$ cat src/rtl/dice_roller.sv
// Dice roller: turns the 3-bit LFSR stream from rand_generator into a fair
// 1..6 die face. A roll request runs a timed "tumbling" animation. It then
// settles on the first acceptable sample. Owns the generator's load line and
// reseeds it when the stream looks stuck.
module dice_roller #(
    parameter int unsigned ROLL_DIV    = 4,
    parameter int unsigned ROLL_STEPS  = 8,
    parameter int unsigned STUCK_LIMIT = 8,
    parameter int unsigned CNT_W       = 8
) (
    input  logic             clk,
    input  logic             reset,
    input  logic [3:1]       rnd,
    input  logic             roll,
    output logic             load,
    output logic [2:0]       value,
    output logic             valid,
    output logic             busy,
    output logic             err,
    output logic [CNT_W-1:0] roll_count
);

    localparam int unsigned DivW  = (ROLL_DIV > 1) ? $clog2(ROLL_DIV) : 1;
    localparam int unsigned StepW = (ROLL_STEPS > 1) ? $clog2(ROLL_STEPS) : 1;
    localparam int unsigned RejW  = (STUCK_LIMIT > 1) ? $clog2(STUCK_LIMIT) : 1;

    localparam logic [DivW-1:0]  DivMax  = DivW'(ROLL_DIV - 1);
    localparam logic [StepW-1:0] StepMax = StepW'(ROLL_STEPS - 1);
    localparam logic [RejW-1:0]  RejMax  = RejW'(STUCK_LIMIT - 1);

    typedef enum logic [2:0] {StInit, StIdle, StRoll, StSettle, StDone} state_e;

    state_e             state_q, state_d;
    logic               roll_q;
    logic [DivW-1:0]    div_q, div_d;
    logic [StepW-1:0]   step_q, step_d;
    logic [RejW-1:0]    rej_q, rej_d;
    logic               load_q, load_d;
    logic [2:0]         value_q, value_d;
    logic               valid_q, valid_d;
    logic               busy_q, busy_d;
    logic               err_q, err_d;
    logic [CNT_W-1:0]   cnt_q, cnt_d;

    logic rose;
    logic rnd_ok;

    assign rose   = roll & ~roll_q;
    // 0 and 7 are discarded so the remaining six codes map 1:1 onto die faces
    assign rnd_ok = (rnd != 3'd0) && (rnd != 3'd7);

    // Next-state and registered-output computation for the roll sequencer
    always_comb begin
        state_d = state_q;
        div_d   = div_q;
        step_d  = step_q;
        rej_d   = rej_q;
        load_d  = load_q;
        value_d = value_q;
        valid_d = valid_q;
        busy_d  = busy_q;
        err_d   = err_q;
        cnt_d   = cnt_q;

        case (state_q)
            StInit: begin
                // load has been high for one clock; let the generator run
                load_d  = 1'b0;
                state_d = StIdle;
            end
            StIdle, StDone: begin
                if (rose) begin
                    state_d = StRoll;
                    div_d   = '0;
                    step_d  = '0;
                    busy_d  = 1'b1;
                    valid_d = 1'b0;
                end
            end
            StRoll: begin
                if (div_q == DivMax) begin
                    div_d = '0;
                    // Animation frame: show the sample but do not mark it final
                    if (rnd_ok) begin
                        value_d = rnd;
                    end
                    if (step_q == StepMax) begin
                        step_d  = '0;
                        rej_d   = '0;
                        state_d = StSettle;
                    end else begin
                        step_d = step_q + 1'b1;
                    end
                end else begin
                    div_d = div_q + 1'b1;
                end
            end
            StSettle: begin
                if (rnd_ok) begin
                    value_d = rnd;
                    valid_d = 1'b1;
                    busy_d  = 1'b0;
                    err_d   = 1'b0;
                    if (cnt_q != {CNT_W{1'b1}}) begin
                        cnt_d = cnt_q + 1'b1;
                    end
                    state_d = StDone;
                end else if (rej_q == RejMax) begin
                    // Generator appears locked up: reseed it and abandon the roll
                    err_d   = 1'b1;
                    busy_d  = 1'b0;
                    valid_d = 1'b0;
                    load_d  = 1'b1;
                    rej_d   = '0;
                    state_d = StInit;
                end else begin
                    rej_d = rej_q + 1'b1;
                end
            end
            default: begin
                state_d = StInit;
                load_d  = 1'b1;
            end
        endcase
    end

    // State, counters and registered outputs; roll_q samples the request every clock
    always_ff @(posedge clk or posedge reset) begin
        if (reset) begin
            state_q <= StInit;
            roll_q  <= 1'b0;
            div_q   <= '0;
            step_q  <= '0;
            rej_q   <= '0;
            load_q  <= 1'b1;
            value_q <= 3'd0;
            valid_q <= 1'b0;
            busy_q  <= 1'b0;
            err_q   <= 1'b0;
            cnt_q   <= '0;
        end else begin
            state_q <= state_d;
            roll_q  <= roll;
            div_q   <= div_d;
            step_q  <= step_d;
            rej_q   <= rej_d;
            load_q  <= load_d;
            value_q <= value_d;
            valid_q <= valid_d;
            busy_q  <= busy_d;
            err_q   <= err_d;
            cnt_q   <= cnt_d;
        end
    end

    assign load       = load_q;
    assign value      = value_q;
    assign valid      = valid_q;
    assign busy       = busy_q;
    assign err        = err_q;
    assign roll_count = cnt_q;

endmodule

$ cat config.mk
export PLATFORM = sky130hd
export DESIGN_NAME = dice_roller
export DESIGN_NICKNAME = d
export VERILOG_FILES = /design/src/rtl/dice_roller.sv
export SDC_FILE = /design/constraint.sdc
export NUM_CORES = 1
export LEC_CHECK = 0
export CORE_MARGIN = 10
export CORE_UTILIZATION = 51
export CTS_CLUSTER_SIZE = 10
export DETAILED_ROUTE_END_ITERATION = 12
export PLACE_DENSITY = 0.75
export SLEW_MARGIN = 5
export SYNTH_ARGS = -nofsm -noshare
export SYNTH_HDL_FRONTEND = slang
export SYNTH_SLANG_ARGS = --single-unit
$ cat constraint.sdc
create_clock -name clk -period 2 [get_ports clk]
set_clock_uncertainty 0.15 [all_clocks]
set_input_delay 0.4 -clock clk [delete_from_list [all_inputs] [get_ports clk]]
set_output_delay 0.4 -clock clk [all_outputs]
set_load 0.1 [all_outputs]
======== Yosys cells after proc, flatten, opt, wreduce, memory -nomap -nowiden ========
Index checks and enable logic that the tools add are counted.
storage, ports and cells
  ROM bits ................................ 0
  latch bits .............................. 0
  memories ................................ 0
  word-level logic and storage cells ...... 83
  bits in registers ....................... 27
  RAM bits ................................ 0
operators by class
  div/mod/pow operators ................... 0
  shifts and indexed selects .............. 0
  equal/unequal tests ..................... 15
  muxes and demuxes ....................... 32
  $mul .................................... 0
  bitwise operators ....................... 3
  magnitude comparators ................... 0
  reductions and logical operators ........ 18
  $add $sub $neg .......................... 4
operator list
  kind                                                                   number
  3-bit 2-to-1 mux                                                       14
  3-bit case mux with 2 select lines                                     3
  3-bit case mux with 4 select lines                                     1
  3-bit AND reduction                                                    4
  2-bit != test, second input constant                                   5
  3-bit equality test, second input constant                             3
  8-bit by 1-bit adder with 8-bit output, second input constant          1
  1-bit 2-to-1 mux                                                       8
  8-bit != test, second input constant                                   1
  4-bit AND reduction                                                    2
  2-bit nonzero test                                                     4
  3-bit by 1-bit adder with 3-bit output, second input constant          2
  3-bit by 2-bit equality test with 1-bit output, second input constant  2
  3-bit != test, second input constant                                   2
  2-bit AND reduction                                                    3
  2-bit 2-to-1 mux                                                       2
  1-bit case mux with 2 select lines                                     2
  2-bit case mux with 2 select lines                                     1
  3-bit by 1-bit equality test with 1-bit output, second input constant  1
  3-bit zero test                                                        1
  1-bit case mux with 3 select lines                                     1
  3-bit nonzero test                                                     1
  3-bit OR reduction                                                     1
  2-bit by 1-bit adder with 2-bit output, second input constant          1
  5 further kinds                                                        6

======== Depth between registers and ports, before layout ========
  depth in word-level cells ............... 5
  mapped depth ............................ 6
  gate-level depth less buffers ........... 6

======== Worst setup path after synthesis ========
Ideal clock, no wire load.
  kind .................................... reg2reg
  start point ............................. reg cnt_q[0], in the netlist roll_count[0]
  end point ............................... reg cnt_q[1], in the netlist roll_count[1]
  clock period less this slack ............ 2513 ps
  setup time .............................. 126 ps
  cell stages (with the launch flop) ...... 7
  arrival ................................. 2237 ps
  path slack .............................. -513 ps
  path through ............................ dfrtp_1 -> ha_1 -> nand3_1 -> or2_0 -> clkbuf_1 -> o21ai_2 -> mux2_4
on the way
  cells in the longest elaborated chain, start to end .. 2
  elaborated cells on any way between the ends .. 3
  those cells by class .................... add/sub (1); eq/ne (1); reduce/logical (1)
ends and longest elaborated chain
  item                                                                            RTL line  source
  start, declared                                                                 43        logic [CNT_W-1:0] cnt_q, cnt_d;
  start signal, assigned                                                          152       cnt_q <= cnt_d;
  branches (longest 2 deep; another with 8-bit by 1-bit adder with 8-bit output)  n/a
Parallel ways; which one is timed is not known.
A chain may end at the register's enable or synchronous reset.

======== Worst setup path in the final report ========
  start point ............................. in rnd[2] (netlist bit)
  end point ............................... reg value_q[2], in the netlist value[2]
on the way
  cells in the longest elaborated chain, start to end .. 5
  elaborated cells on any way between the ends .. 6
  those cells by class .................... eq/ne (1); mux (3); reduce/logical (2)
ends and longest elaborated chain
  item                                                        RTL line  source
  start, declared                                             13        input logic [3:1] rnd,
  3-bit != test / 3-bit nonzero test (equally long branches)  50        assign rnd_ok = (rnd != 3'd0) && (rnd != 3'd7);
  1-bit logical AND *                                         50
  3-bit 2-to-1 mux *                                          n/a
  3-bit 2-to-1 mux                                            n/a
  3-bit case mux with 2 select lines *                        n/a
  end signal, assigned                                        148       value_q <= value_d;
  end, declared                                               39        logic [2:0] value_q, value_d;
Mark *: on every way between the ends. The rest lies on a longest branch, timed or not. The select of a mux whose other input is x is not followed.

==> flow_summary_export.csv <==
group,metric,value,unit
worst_setup_path,worst_path_dominant_cell_family,"buffers and inverters",
route,detailed_route_via_count,1223,
timing,worst_pin_slew,0.4193,ns
timing,fin_setup_tns,0,ns
floorplanning,core-area,2758,µm²
cts,postCtsHoldBufs,0,
logic_synthesis,synth.top_cells.by_area,"sky130_fd_sc_hd__dfrtp_1, sky130_fd_sc_hd__ha_1, sky130_fd_sc_hd__a22o_1",
global_routing,global_route.overflow_total,0,
logic_synthesis,yosysTopAreaCell,"sky130_fd_sc_hd__dfrtp_1",
logic_synthesis,synthDominantCellAreaShare,44.41,%
worst_setup_path,path_class,"input port to register",
logic_synthesis,synth.lib_cells_used.distinct,48,
floorplanning,io-pin-count,21,
route,post_drt_wl_per_cell,15.25,µm
worst_setup_path,signal_arrival_time_at_the_worst_endpoint,1.92,ns
power_and_ir_drop,power_per_cell_area,1530,nW/µm²
logic_synthesis,synthFlopType,"sky130_fd_sc_hd__dfrtp_1",
route,drtAntennaViolNets,0,
cts,clk_pin_slew_worst_paths,0.15,ns
final_layout,antenna-diode-count,0,
run_status,run_status,"complete, no violations",
logic_synthesis,gate_count_after_technology_mapping,144,
logic_synthesis,async_reset_ff_share,100.0,%
timing,timing_max_transition_violations_final,0,
place,placedInstanceArea,1963,µm²
power_and_ir_drop,p_leak,0.8754,nW
logic_synthesis,postSynthNetCount,156,
route,routed_wirelength,3173,µm
floorplanning,die-height,73.60,µm
logic_synthesis,ys_warn_count,0,
final_layout,multi_input_area,758.2,µm²
cts,clock_latency,0.33,ns
timing,rsz0062_at_grt,"false",
timing,fin_hold_ws,0.2592,ns
logic_synthesis,ys_seq_area_share,46.20,%
min_path,timing.hold.worst.class,"input port to async pin",
cts,tritoncts,"yes",
logic_synthesis,yosys_register_bits,27,
place,gp_congestion,0.8748,
floorplanning,die_w,73.60,µm
timing,finalSetupViolations,0,
cts,clock_buffers_created_by_tritoncts,3,
floorplanning,num_rows,19,
power_and_ir_drop,finalPower,0.003064,W
worst_setup_path,cp_num_buf_inv,2,
logic_synthesis,netlist_area,1465,µm²
cts,cts_post_setup_buffers_inserted,0,
timing,fmaxAchievable,0.5451,GHz
route,drt_first_iter_violations,85,
floorplanning,fp.dieArea,5417,µm²
global_routing,grt_first_pass_wirelength,5451,µm
cts,number_of_instances_resized_during_post_cts_repair,0,
route,post-route-drc-count,0,
place,hpwl_after_detailed_placement,2475,µm
global_routing,grt_usage,12.35,%
timing,final.min_clock_period,1.834,ns
logic_synthesis,synth.avg_cell_area,10.17,µm²
final_layout,drive_gt1_share,30.51,%
timing,slew_headroom,71.89,%
final_layout,layout.area.seq,689.4,µm²
route,via_per_inst,5.880,
timing,hold_viol,0,
worst_setup_path,cp_max_fo,5,
timing,layout_worst_path_cycle_share,91.72,%
power_and_ir_drop,vdd_drop_max,1.614,mV
final_layout,commonest_non_fill_non_tap_cell_in_the_layout,"sky130_fd_sc_hd__dfrtp_1",
global_routing,grt_max_degree,28,
logic_synthesis,synth-edff-count,0,
flow_run,cap_viol_max_count,0,
worst_setup_path,cp_cell_sequence,"clkdlybuf4s50_1 -> buf_4 -> or3_1 -> nand2_1 -> nor2_1 -> mux2_2",
final_layout,final_design_area_no_fill,2003,µm²
worst_setup_path,timing.critical_path.slowest_stage_cell,"sky130_fd_sc_hd__clkdlybuf4s50_1",
global_routing,antenna_found_initial,0,
worst_setup_path,crit_required,2.09,ns
route,detailedRoute.firstPassIterationCount,4,
global_routing,first_global_vias,1202,
final_layout,finalNetCount,190,
final_layout,layout_common_cells,"sky130_fd_sc_hd__dfrtp_1, sky130_fd_sc_hd__buf_12, sky130_fd_sc_hd__buf_4",
final_layout,area_growth,36.72,%
worst_setup_path,critical_path.max_stage_delay,0.46,ns
cts,cts-root-buf,"sky130_fd_sc_hd__clkbuf_4",
final_layout,fillerInstances,196,
cts,htreeDepth,1,
cts,clk_path_buf_depth,2,
floorplanning,start_util,53.13,%
worst_setup_path,worstSetupEndpointType,"register",
worst_setup_path,worstSetupStartpointType,"input port",
final_layout,utilization,72.64,%
cts,cts_num_sinks,27,
place,io_buffer_count,20,
==> metrics by stage <==
stage,setup WS (ns),instances
after floorplan,0.02064,144
after global placement,-0.2235,204
after detailed placement,-0.2417,204
after CTS,0.1006,208
after global routing,0.04771,208
final,0.1656,208
==> logic make-up (layout without fill, tap and decap cells) <==
| kind of cell | after synthesis | in the layout | share of synthesized area, % |
|---|---|---|---|
| AND/OR/NAND/NOR | 46 | 46 | 18.87 |
| AO/OA/AOI/OAI | 42 | 42 | 19.56 |
| flip-flops | 27 | 27 | 46.20 |
| buffers and inverters | 14 | 47 | 3.757 |
| adder cells (fa/ha/maj) | 6 | 6 | 5.124 |
| multiplexers | 5 | 5 | 4.099 |
| XOR/XNOR | 4 | 4 | 2.391 |
==> layout make-up <==
class,instances,share of cell area [%]
Inverter,9,1.686
Tap cell,31,1.936
Clock inverter,1,0.2498
Timing Repair Buffer,34,22.74
Multi-Input combinational cell,103,37.85
Clock buffer,3,1.124
Sequential cell,27,34.42
==> registers in the layout, summed over array words and instances (netlist names) <==
| name | flops |
|---|---|
| roll_count | 8 |
| rej_q | 3 |
| state_q | 3 |
| step_q | 3 |
| value | 3 |
| div_q | 2 |
| busy | 1 |
| err | 1 |
| load | 1 |
| roll_q | 1 |
| valid | 1 |
==> where the power goes <==
group	internal, W	switching (W)	total, W
clock network	0.0000752	0.000166	0.000241
registers	0.000723	0.000213	0.000936
logic	0.000739	0.00115	0.00189
==> cells in the mapped netlist (3+ instances only) <==
library cell and count:
sky130_fd_sc_hd__a21oi_1 9, sky130_fd_sc_hd__nor3_1 3, sky130_fd_sc_hd__o22ai_1 3, sky130_fd_sc_hd__o21ai_0 8, sky130_fd_sc_hd__ha_1 6, sky130_fd_sc_hd__nand3_1 4, sky130_fd_sc_hd__xnor2_1 4, sky130_fd_sc_hd__inv_1 9
sky130_fd_sc_hd__a22o_1 6, sky130_fd_sc_hd__dfrtp_1 26, sky130_fd_sc_hd__nand4_1 3, sky130_fd_sc_hd__nand2_1 8, sky130_fd_sc_hd__nor2_1 11
==> metal layers <==
| metal | GRT usage (%) | share of wire, % | vias up |
|---|---|---|---|
| met1 | 13.79 | 42 | 595 |
| li1 | - | - | 595 |
| met4 | 4.969 | 2.0 | 0 |
| met3 | 3.634 | 5.5 | 6 |
| met5 | 0 | 0 | - |
| met2 | 21.31 | 50 | 27 |
==> worst reg2reg max path, delay by kind of cell (launching register included) <==
kind / cells / cell delay, ns
simple gates: 3 / 0.79
mux: 1 / 0.31
flops: 1 / 0.47
==> worst paths after layout <==
path	startpoint	end	slack, ns	depth (start not counted)
min in group clk	rej_q[2]	rej_q[2]	0.37	1
max in group asynchronous	reset	load	1.14	3
setup reg to reg	state_q[2]	roll_count[3]	0.17	4
hold / removal	reset	busy	0.26	3
hold reg to reg	rej_q[2]	rej_q[2]	0.37	1
setup / recovery	rnd[2]	value[2]	0.17	6
No activity file was read; power rests on OpenSTA's default activity.
